### src/rtl/rf_writeback_queue.sv
// Purpose : merges two writeback producers (A = ALU, B = memory) into one in-order
//           FIFO that drains one entry per cycle into the register-file write port.
// Latency : an entry enqueued at edge N can drive wr in the cycle after edge N. There
//           is no bypass when the FIFO is empty.
// Backpres: ready_a/ready_b come from the registered count only. B needs two free
//           slots so that A and B can both be accepted in the same cycle.
//
// Ports:
//   clk, reset                 clock (rising edge), async active-low reset
//   valid_a/addr_a/data_a      producer A result; ready_a = accepted this cycle
//   valid_b/addr_b/data_b      producer B result; ready_b = accepted this cycle
//   hold                       stall the drain for this cycle
//   wr/addr_d/data_in          register-file write port; data is the FIFO head
//   lk_addr/lk_hit/lk_data     youngest pending value for lk_addr (forwarding)
//   count                      occupied entries
module rf_writeback_queue #(
  parameter int LENGTH       = 32,
  parameter int NREGS        = 8,
  parameter int SEL_BITS     = $clog2(NREGS),
  parameter int DEPTH        = 4,
  parameter bit R0_HARDWIRED = 1'b1
) (
  input  logic                       clk,
  input  logic                       reset,
  input  logic                       valid_a,
  input  logic [SEL_BITS-1:0]        addr_a,
  input  logic [LENGTH-1:0]          data_a,
  output logic                       ready_a,
  input  logic                       valid_b,
  input  logic [SEL_BITS-1:0]        addr_b,
  input  logic [LENGTH-1:0]          data_b,
  output logic                       ready_b,
  input  logic                       hold,
  output logic                       wr,
  output logic [SEL_BITS-1:0]        addr_d,
  output logic [LENGTH-1:0]          data_in,
  input  logic [SEL_BITS-1:0]        lk_addr,
  output logic                       lk_hit,
  output logic [LENGTH-1:0]          lk_data,
  output logic [$clog2(DEPTH+1)-1:0] count
);

  localparam int PW = $clog2(DEPTH);
  localparam int CW = $clog2(DEPTH+1);
  localparam logic [CW-1:0] CNT_FULL  = CW'(DEPTH);
  localparam logic [CW-1:0] CNT_A_MAX = CW'(DEPTH - 1);
  localparam logic [CW-1:0] CNT_B_MAX = CW'(DEPTH - 2);

  logic [SEL_BITS-1:0] mem_addr [DEPTH];
  logic [LENGTH-1:0]   mem_data [DEPTH];
  logic [DEPTH-1:0]    mem_vld;
  logic [PW-1:0]       rd_ptr;
  logic [PW-1:0]       wr_ptr;
  logic [PW-1:0]       ptr_b;

  logic empty;
  logic pop;
  logic push_a;
  logic push_b;

  assign ready_a = (count <= CNT_A_MAX);
  assign ready_b = (count <= CNT_B_MAX);

  // Writes to r0 still complete their handshake; they just never occupy a slot.
  assign push_a = valid_a && ready_a && !(R0_HARDWIRED && (addr_a == '0));
  assign push_b = valid_b && ready_b && !(R0_HARDWIRED && (addr_b == '0));

  // B lands behind A when both are accepted in the same cycle.
  assign ptr_b = wr_ptr + PW'(push_a);

  assign empty   = (count == '0);
  assign pop     = !empty && !hold;
  assign wr      = pop;
  assign addr_d  = empty ? '0 : mem_addr[rd_ptr];
  assign data_in = empty ? '0 : mem_data[rd_ptr];

  always_ff @(posedge clk or negedge reset) begin
    if (!reset) begin
      rd_ptr  <= '0;
      wr_ptr  <= '0;
      count   <= '0;
      mem_vld <= '0;
      for (int i = 0; i < DEPTH; i++) begin
        mem_addr[i] <= '0;
        mem_data[i] <= '0;
      end
    end else begin
      // A push never targets the slot being popped: that would need count==DEPTH,
      // where both readies are low.
      if (pop) begin
        mem_vld[rd_ptr] <= 1'b0;
        rd_ptr          <= rd_ptr + PW'(1);
      end
      if (push_a) begin
        mem_vld[wr_ptr]  <= 1'b1;
        mem_addr[wr_ptr] <= addr_a;
        mem_data[wr_ptr] <= data_a;
      end
      if (push_b) begin
        mem_vld[ptr_b]  <= 1'b1;
        mem_addr[ptr_b] <= addr_b;
        mem_data[ptr_b] <= data_b;
      end
      wr_ptr <= wr_ptr + PW'(push_a) + PW'(push_b);
      count  <= count + CW'(push_a) + CW'(push_b) - CW'(pop);
    end
  end

  // Scan from oldest to youngest so the last match wins. The head being popped this
  // cycle is still valid here, so it can still be forwarded.
  always_comb begin
    lk_hit  = 1'b0;
    lk_data = '0;
    for (int i = 0; i < DEPTH; i++) begin
      if (mem_vld[rd_ptr + PW'(i)] && (mem_addr[rd_ptr + PW'(i)] == lk_addr)) begin
        lk_hit  = 1'b1;
        lk_data = mem_data[rd_ptr + PW'(i)];
      end
    end
    if (R0_HARDWIRED && (lk_addr == '0)) begin
      lk_hit  = 1'b0;
      lk_data = '0;
    end
  end

  a_count_bound : assert property (@(posedge clk) disable iff (!reset) count <= CNT_FULL);

endmodule

### config.mk
export PLATFORM = sky130hd
export DESIGN_NAME = rf_writeback_queue
export DESIGN_NICKNAME = d
export VERILOG_FILES = /design/src/rtl/rf_writeback_queue.sv
export SDC_FILE = /design/constraint.sdc
export NUM_CORES = 1
export LEC_CHECK = 0
export CORE_UTILIZATION = 52
export DETAILED_ROUTE_END_ITERATION = 16
export HOLD_SLACK_MARGIN = 0.02
export PLACE_DENSITY = 0.87
export RECOVER_POWER = 50
export SLEW_MARGIN = 20
export SYNTH_ARGS = -nofsm -noshare
export SYNTH_HDL_FRONTEND = slang
export SYNTH_SLANG_ARGS = --single-unit
### constraint.sdc
create_clock -name clk -period 4.2 [get_ports clk]
set_input_delay 0.84 -clock clk [delete_from_list [all_inputs] [get_ports clk]]
set_output_delay 0.84 -clock clk [all_outputs]
set_load 0.05 [all_outputs]
==> impl_metrics.csv, run 1 <==
group,metric,value,unit
outcome,status,"complete, but fails checks",
outcome,violations,"max-capacitance violations, max-slew violations",
floorplan,die_w,158.1,um
worst_setup_path,crit_type,"reg2out",
layout,areaGrowthSynthToFinish,25.22,%
detailed_routing,avgRoutedWirePerCell,23.82,um
clock_tree,clock_sinks,151,
synthesis,ys_seq_elements,151,
min_path,hold_end,"mem_vld[1]$_DFF_PN0_",
sta,fin_crit,4161,ps
worst_setup_path,ff2ff_path_depth,9,
grt,grt_pass1_vias,10620,
synthesis,synth_compound_area_share,15.83,%
floorplan,fp.dieH,158.1,um
run,drv_cap,2,
place,placed_cell_area,15100,sq um
grt,grt.total_usage,30.93,%
place,gp_congestion,0.8091,
sta,tightest_slew,2233,ps
place,portBuffers,151,
layout,design_area,15860,sq um
detailed_routing,route.detailed.drc,0,
synthesis,synthMuxAreaShare,36.64,%
detailed_routing,drt_iter0_drc,1118,
clock_tree,cts-root-buf,"clkbuf_16",
worst_setup_path,startpoint_type,"flip-flop",
floorplan,die_area,24980,sq um
synthesis,syn_area,12660,sq um
clock_tree,cts_buffers,17,
sta,setup_viol,0,
clock_tree,holdBufCountCts,0,
grt,grt_first_pass_wirelength,58.37,mm
sta,finalSetupTns,0,ps
detailed_routing,dr.pass1.iters,6,
worst_setup_path,worstPathArrival,3320,ps
worst_setup_path,r2r_end,"count[2]$_DFF_PN0_",
clock_tree,clk_pin_slew_worst_paths,60,ps
synthesis,synthCells,1142,
clock_tree,clock_path_buffers,2,
synthesis,ys_types,48,
synthesis,async_reset_ff_share,100.0,%
synthesis,synth_edf_count,0,
sta,slew_headroom,-48.85,%
worst_setup_path,cp-end-kind,"output pin",
synthesis,yosys-top-cells-count,"151 x dfrtp_1, 146 x mux2i_1, 139 x mux4_2, 82 x nand2_1, 81 x o21ai_0",
floorplan,ios,152,
sta,finalCritPeriodShare,99.06,%
grt,grt_max_degree,87,
synthesis,yosysMostFrequentCell,"dfrtp_1",
clock_tree,cts_tree,"yes",
synthesis,synth_xor_area_share,1.373,%
synthesis,synthAdderAreaFrac,1.205,%
synthesis,synth.avg_cell_area,11.09,sq um
floorplan,num_rows,56,
sta,final_max_slew_viol_count,154,
layout,nets,1338,
worst_setup_path,timing.rr.start,"count[0]$_DFF_PN0_",
synthesis,yosysSeqAreaShare,29.84,%
synthesis,yosys_warnings,0,
min_path,hold_class,"reg2reg",
detailed_routing,postRouteAntennaNets,0,
layout,drive_gt1_share,26.23,%
synthesis,syn-num-nets,1231,
worst_setup_path,cp.required,3360,ps
min_path,hp-start,"mem_vld[1]$_DFF_PN0_",
detailed_routing,routed_via_density,6.791,
grt,antenna_found_initial,0,
worst_setup_path,timing.reg2reg.setup_slack,700,ps
floorplan,start_util,53.48,%
sta,fmax,0.2403,GHz
min_path,min_path_cells,2,
detailed_routing,wirelength,37.66,mm
synthesis,synth_top_family_by_area,"multiplexers",
synthesis,synth_area_leaders,"dfrtp_1 30%, mux4_2 25%, mux2i_1 12%",
detailed_routing,vias,10740,
clock_tree,cts_max_level,4,
sta,skew,12.32,ps
clock_tree,worstSkewPairLatency,430,ps
grt,overflow,0,
sta,grt_setup_unrepaired,"true",
synthesis,synthSimpleGateAreaFrac,9.998,%
synthesis,yosysTopAreaCellShare,29.84,%
sta,hold_viol,0,
floorplan,fp.coreArea,23680,sq um
worst_setup_path,crit_fanout,65,
place,dpl.hpwl,23.06,mm
synthesis,yosysTopAreaCell,"dfrtp_1",
synthesis,synthFlopType,"dfrtp_1",
layout,diodes,0,
-- cell type report --
type | instances | area (sq um)
clock buffer | 19 | 442.9
clock inverter | 13 | 130.1
fill | 1673 | 7824
inverter | 12 | 48.80
multi-input combinational | 866 | 8579
sequential | 151 | 3786
tap | 319 | 399.1
timing repair buffer | 201 | 2472
-- sequential cells by signal, summed over array words and instances, names as in the netlist --
signal    cells
count         3
mem_vld       4
wr_ptr        2
mem_addr     12
rd_ptr        2
mem_data    128
-- layout by cell type (no fill, tap or decap), types with 33 or more instances in the layout --
cell type	instances
a21oi_1	73
buf_12	47
clkdlybuf4s50_1	111
dfrtp_1	149
mux2i_1	146
mux4_2	140
nand2_1	82
nor2_1	73
nor2b_1	33
o21ai_0	80
-- critical path, stage by stage, from the launching register on --
cell,delay (ps)
dfrtp_4,440
buf_12,330
mux4_2,570
xnor2_1,170
nand4_1,170
buf_12,350
o31ai_1,160
a21oi_1,180
o221a_1,320
buf_12,170
-- cell families (layout without fill, tap and decap cells) --
logic type / count (synthesis) / count (layout)
mux: 288 / 288
compound gates: 281 / 281
simple gates: 266 / 267
flops: 151 / 151
buf+inv: 126 / 245
xor+xnor: 19 / 19
fa+ha+maj: 11 / 11
-- repair_timing --
item	4_1_cts	5_1_grt
buffers inserted	6	3
cloned	2	2
pin swaps	4	5
setup endpoints to repair	57	49
gates resized for setup	12	25
endpoints found under the hold margin	0	0
-- per-stage QoR --
step | hold slack [ps] | util [%] | cells | setup WS, ps
2_1_floorplan | 505.6 | - | 1142 | 49.01
3_3_place_gp | 529.5 | 63.78 | 1536 | 295.0
3_5_place_dp | 574.0 | 63.78 | 1536 | 264.3
4_1_cts | 504.0 | 66.76 | 1576 | 21.84
5_1_grt | 606.1 | 66.96 | 1581 | -88.66
6_report | 596.4 | 66.96 | 1581 | 39.36
-- layer usage --
layer  vias to the layer above  wire length (um)  GRT usage (%)  share of wire [%]
li1                       4560                 -              -                  -
met1                      5359             13470          38.67                 36
met2                       699             19220          52.11                 51
met3                       119              3601          5.420                9.6
met4                         0              1377          14.88                3.7
met5                         -                 0              0                  0
-- how the worst max path moves through the flow --
stage / start / end / slack, ps / depth (start not counted)
2_1_floorplan: rd_ptr[1]$_DFFE_PN0N_ / lk_data[19] / 50 / 14
3_3_place_gp: lk_addr[1] / lk_data[17] / 290 / 9
3_5_place_dp: rd_ptr[0]$_DFFE_PN0N_ / lk_data[3] / 260 / 11
4_1_cts: rd_ptr[0]$_DFFE_PN0N_ / lk_data[18] / 20 / 10
5_1_grt: rd_ptr[0]$_DFFE_PN0N_ / lk_data[28] / -90 / 9
6_report: rd_ptr[0]$_DFFE_PN0N_ / lk_data[28] / 40 / 9
Power of run 1 is left out: the tool's default activity adds up to more than one toggle a clock period on the data nets, which glitch-free logic cannot reach.
==> run 2, diff against run 1 <==
Settings changed: HOLD_SLACK_MARGIN 0.02 to 0.08.
==> results of run 2 <==
No change in the layout: final DEF, timing and power equal those of run 1.
Power of run 2 is left out for the same reason.
==> run 3, diff against run 2 <==
Settings changed: ABC_AREA from default to 0, CELL_PAD_IN_SITES_DETAIL_PLACEMENT from default to 0, CELL_PAD_IN_SITES_GLOBAL_PLACEMENT from default to 1, CORE_UTILIZATION 52 to 41, PLACE_DENSITY 0.87 to 0.86.
==> impl_metrics.csv, run 3 (same netlist as run 1, synthesis figures left out) <==
group,metric,value,unit
detailed_routing,top_layer_used,"met4",
place,dpl.hpwl,22.88,mm
detailed_routing,m1WireLength,15.04,mm
worst_setup_path,max_stage_delay,490,ps
worst_setup_path,slowest_stage,"dfrtp_4",
worst_setup_path,crit_fanout,18,
grt,grt_first_pass_wirelength,57.14,mm
floorplan,start_util,42.17,%
clock_tree,clk_pin_slew_worst_paths,70,ps
place,portBuffers,151,
detailed_routing,routed_via_density,6.219,
floorplan,num_rows,63,
floorplan,ios,152,
floorplan,fp.coreArea,30030,sq um
clock_tree,worstSkewPairLatency,430,ps
layout,final_common_cell,"dfrtp_1",
layout,n_fill_cell,2587,
worst_setup_path,ff2ff_path_depth,9,
worst_setup_path,cp-end-kind,"output pin",
clock_tree,cts-root-buf,"clkbuf_16",
run,drv_cap,2,
outcome,violations,"max-capacitance violations, max-slew violations",
detailed_routing,wirelength,37.27,mm
clock_tree,cts_max_level,4,
detailed_routing,route.met3.wl,2.690,mm
clock_tree,cts_buffers,17,
sta,tightest_slew,2445,ps
detailed_routing,vias,10320,
layout,largest_registers,"mem_data: 128 flops, mem_addr: 12 flops, mem_vld: 4 flops",
worst_setup_path,crit_type,"reg2out",
sta,whs,577.7,ps
detailed_routing,route.detailed.drc,0,
worst_setup_path,worstPathArrival,3280,ps
worst_setup_path,startpoint_type,"flip-flop",
sta,skew,10.43,ps
outcome,status,"complete, but fails checks",
min_path,min_path_cells,1,
worst_setup_path,cp.required,3360,ps
detailed_routing,drt_iter0_drc,851,
grt,grt_pass1_vias,9965,
layout,top_register,"mem_data",
detailed_routing,dr_wl_met2,18.48,mm
detailed_routing,avgRoutedWirePerCell,22.45,um
sta,fmax,0.2430,GHz
sta,finalCritPeriodShare,98.00,%
layout,largest_register_ffs,128,
sta,fin_crit,4116,ps
grt,grt.total_usage,23.72,%
sta,hold_viol,0,
layout,finalNonFillerCells,1660,
floorplan,die_w,177.8,um
detailed_routing,dr.pass1.iters,5,
min_path,hold_class,"reg2reg",
sta,setup_viol,0,
worst_setup_path,crit_chain,"inv_2, ha_4, buf_4, buf_4, buf_4, mux2i_2, o32ai_4, buf_12, a22o_4, buf_12, o211ai_2, a31oi_4, buf_12",
worst_setup_path,timing.reg2reg.setup_slack,690,ps
sta,final_max_slew_viol_count,161,
grt,antenna_found_initial,0,
clock_tree,cts_tree,"yes",
clock_tree,clock_sinks,151,
layout,areaGrowthSynthToFinish,26.99,%
sta,grt_setup_unrepaired,"true",
layout,nets,1346,
floorplan,die_area,31600,sq um
layout,diodes,0,
detailed_routing,postRouteAntennaNets,0,
place,dp_cells,1607,
grt,overflow,0,
layout,drive_gt1_share,27.48,%
floorplan,fp.dieH,177.8,um
sta,slew_headroom,-63.01,%
layout,layout_common_cells,"149 x dfrtp_1, 145 x mux2i_1, 139 x mux4_2, 113 x clkdlybuf4s50_1, 81 x nand2_1",
place,gp_congestion,0.7785,
clock_tree,clock_path_buffers,2,
grt,grt_max_degree,90,
==> run 3: changes by cell type in the layout (fill, tap and decap cells not counted), moves of 3 or more <==
cell      change
buf_4        +13
a21boi_0     -10
buf_16        +3
o21ai_1       +3
buf_8         -3
inv_6         +3
o21ai_0       -3
a21boi_1      +7
a21boi_2      +3
clkinv_2      -6
==> run 3: routing by layer <==
layer	vias to the layer above	track usage [%]
li1	4570	-
met1	5243	30.95
met2	435	39.49
met3	75	4.327
met4	0	8.333
met5	-	0
==> run 3: cell type report <==
| cell class | count | area, sq um | area share (%) |
|---|---|---|---|
| tap | 390 | 488.0 | 3.034 |
| clock inverter | 14 | 165.2 | 1.027 |
| timing repair buffer | 209 | 2534 | 15.75 |
| inverter | 12 | 45.04 | 0.2801 |
| clock buffer | 18 | 439.2 | 2.731 |
| multi-input combinational | 866 | 8626 | 53.63 |
| sequential | 151 | 3786 | 23.54 |
==> run 3: metrics by stage <==
stage                     instance area (sq um)  setup TNS (ps)  setup slack (ps)  util (%)
after floorplan                           12930               0             49.01         -
after global placement                    15200               0             327.5     50.61
after detailed placement                  15200               0             298.0     50.61
after CTS                                 15910               0             7.228     52.98
after global routing                      16080          -90.28            -23.22     53.55
final                                     16080               0             84.18     53.55
==> run 3: worst max-delay path, delay by kind of cell, from the launching register on <==
kind	cells	cell delay [ps]
buf+inv	7	1100
fa+ha+maj	1	240
flops	1	490
mux	1	170
compound gates	4	830
==> run 3: path summary, 6_finish.rpt <==
check | startpoint | to
min in group asynchronous | reset | mem_data[97]$_DFF_PN0_
hold / removal | mem_vld[0]$_DFF_PN0_ | mem_vld[0]$_DFF_PN0_
hold reg to reg | mem_vld[0]$_DFF_PN0_ | mem_vld[0]$_DFF_PN0_
setup / recovery | rd_ptr[0]$_DFFE_PN0N_ | lk_data[0]
setup reg to reg | count[0]$_DFF_PN0_ | count[2]$_DFF_PN0_
max in group asynchronous | reset | mem_data[9]$_DFF_PN0_
==> run 3: what timing repair did <==
| action | CTS | global route |
|---|---|---|
| pin swaps | 3 | 7 |
| setup buffers | 9 | 8 |
| cloned | 1 | 3 |
| gates resized for setup | 4 | 48 |
| hold buffers | 0 | 0 |
| endpoints found under the setup margin | 32 | 50 |
Power of run 3 is left out for the same reason.
==> RTL edit: new RTL, config.mk and constraints of run 3 <==
`NREGS`: 8 -> 4.
--- a/src/rtl/rf_writeback_queue.sv
+++ b/src/rtl/rf_writeback_queue.sv
@@ -17,3 +17,3 @@
   parameter int LENGTH       = 32,
-  parameter int NREGS        = 8,
+  parameter int NREGS        = 4,
   parameter int SEL_BITS     = $clog2(NREGS),
Ports: changed (resized addr_a, addr_b, addr_d and lk_addr); port bits go from 152 to 148. The function was not compared with the original's and may differ.
==> RTL edit against run 3 <==
The run still ends with max-capacitance violations, max-slew violations left; setup slack better by 0.039 ns; wire length down 3.1%; die area down 7.9%; register-to-register slack better by 0.16 ns; synthesized area down 8.0%; count of clock-buffer cells in the layout up 2; sequential cell count down 4; final area down 11%; highest routed layer is now met5.
Power is left out: the tool's default activity adds up to more than one toggle a clock period on the data nets, which glitch-free logic cannot reach.
==> RTL edit: results (changes against run 3) <==
ys_warn_count: 0  # unchanged
clockBufferDepth: 2  # unchanged
grt_use_met1_pct: 32.0  # +1.0 points
final_cells: 1585  # -4.5%
dpl.hpwl_um: 21900  # -4.5%
clk_latency_ns: 0.43  # about the same
fp.dieW_um: 171  # -4.0%
final_nets: 1280  # -4.9%
drive_gt1_share_pct: 24.8  # -2.7 points
placedCellCount: 1546  # -3.8%
htreeDepth: 4  # unchanged
violations: "max-capacitance violations, max-slew violations"
arrival_ns: 3.24  # -0.04 ns
antennaDiodeCount: 0  # unchanged
slew_viol_final: 150  # -6.8%
r2r-start: "count[2]"
port_buffers: 147  # -2.6%
slowest_delay_ns: 0.45  # -0.04 ns
grt_antenna_before_repair: 1  # +1
dr.pass1.iters: 8  # +3
wl_um: 36100  # -3.1%
synthTopCellsByCount: "mux2i_1, dfrtp_1, mux4_2"
postSynthAreaPerCell_um2: 10.7  # -3.2%
max_cap_viol_count: 2  # unchanged
synth.distinct_cells: 42  # -13%
cp_max_fo: 13  # -5
grt_first_pass_wirelength_um: 54800  # -4.1%
ys_seq_area_share_pct: 31.6  # +1.7 points
ys_top_cells_by_area: "dfrtp_1, mux4_2, mux2i_1"
worst_pin_slew_ns: 1.99  # -0.456 ns
hp-start: "mem_vld[3]"
grt_max_degree: 134  # +49%
track_usage_pct: 24.9  # +1.2 points
met3_usage_pct: 4.05  # -0.28 points
syn_nets: 1172  # -4.8%
cp_slowest_cell: "dfrtp_4"
drt_iter0_markers: 852  # +0.12%
numCtsBuffers: 17  # unchanged
gp_congestion: 0.819  # +5.2%
n_fill_cell: 2421  # -6.4%
status: "finished, violations left"
vias: 9746  # -5.6%
top_regs: "mem_data (128), mem_addr (8), mem_vld (4)"
grt_pass1_vias: 9640  # -3.3%
cts_root_buffer: "clkbuf_16"
grtUsageMet2_pct: 42.2  # +2.7 points
fin_skew_ns: 0.00872  # -0.00171 ns
RTL edit: cell type report:
type	count	area, µm²	area share, %
clock buffers	20	467	3.26
repair buffers	192	1880	13.1
well taps	378	473	3.30
flip-flops and latches	147	3690	25.7
inverters	42	165	1.15
clock inverters	12	153	1.07
multi-input cells	794	7490	52.3
RTL edit: repair_timing:
action                                 CTS  global route
hold buffers                             0             0
setup endpoints to repair               32            31
cloned                                   1             2
setup buffers                            3             1
resized for setup                       13             5
pin swaps                                3             2
endpoints found under the hold margin    0             0
RTL edit: layer usage:
| metal | wire, µm | vias to the layer above |
|---|---|---|
| li1 | - | 4297 |
| met1 | 14600 | 4905 |
| met2 | 17800 | 465 |
| met3 | 2810 | 77 |
| met4 | 887 | 2 |
| met5 | 12 | - |
RTL edit: metrics by stage:
stage | hold WS (ns) | setup WS (ns) | utilization (%) | area [µm²]
finish | 0.569 | 0.123 | 51.4 | 14300
global route | 0.590 | 0.00293 | 51.4 | 14300
detailed placement | 0.549 | 0.183 | 48.8 | 13600
CTS | 0.479 | 0.0425 | 51.4 | 14300
floorplan | 0.508 | 0.0482 | - | 11700
global placement | 0.541 | 0.185 | 48.8 | 13600
RTL edit: worst paths after layout:
check,endpoint,slack [ns],depth (start not counted)
max in group asynchronous,mem_data[21],0.61,2
max,lk_data[11],0.12,11
max reg2reg,mem_data[30],0.85,11
min in group asynchronous,mem_data[72],0.95,1
min,mem_vld[3],0.57,2
min reg2reg,mem_vld[3],0.57,2
RTL edit: cell families after synthesis:
family	Yosys count	share of synthesized area (%)
AO/OA/AOI/OAI	213	11.6
XOR/XNOR	17	1.34
adder cells (fa/ha/maj)	11	1.31
buffers and inverters	145	5.51
flip-flops	147	31.6
multiplexers	284	38.6
AND/OR/NAND/NOR	269	10.1
RTL edit: worst max-delay path, delay by kind of cell, from the launching register on:
family | cells | cell delay (ns)
buffers and inverters | 4 | 0.63
and+or+nand+nor | 1 | 0.23
adders and majority gates | 1 | 0.34
muxes | 1 | 0.25
xor gates and xnor gates | 1 | 0.20
DFF | 1 | 0.45
AOI/OAI and AO/OA | 3 | 0.70
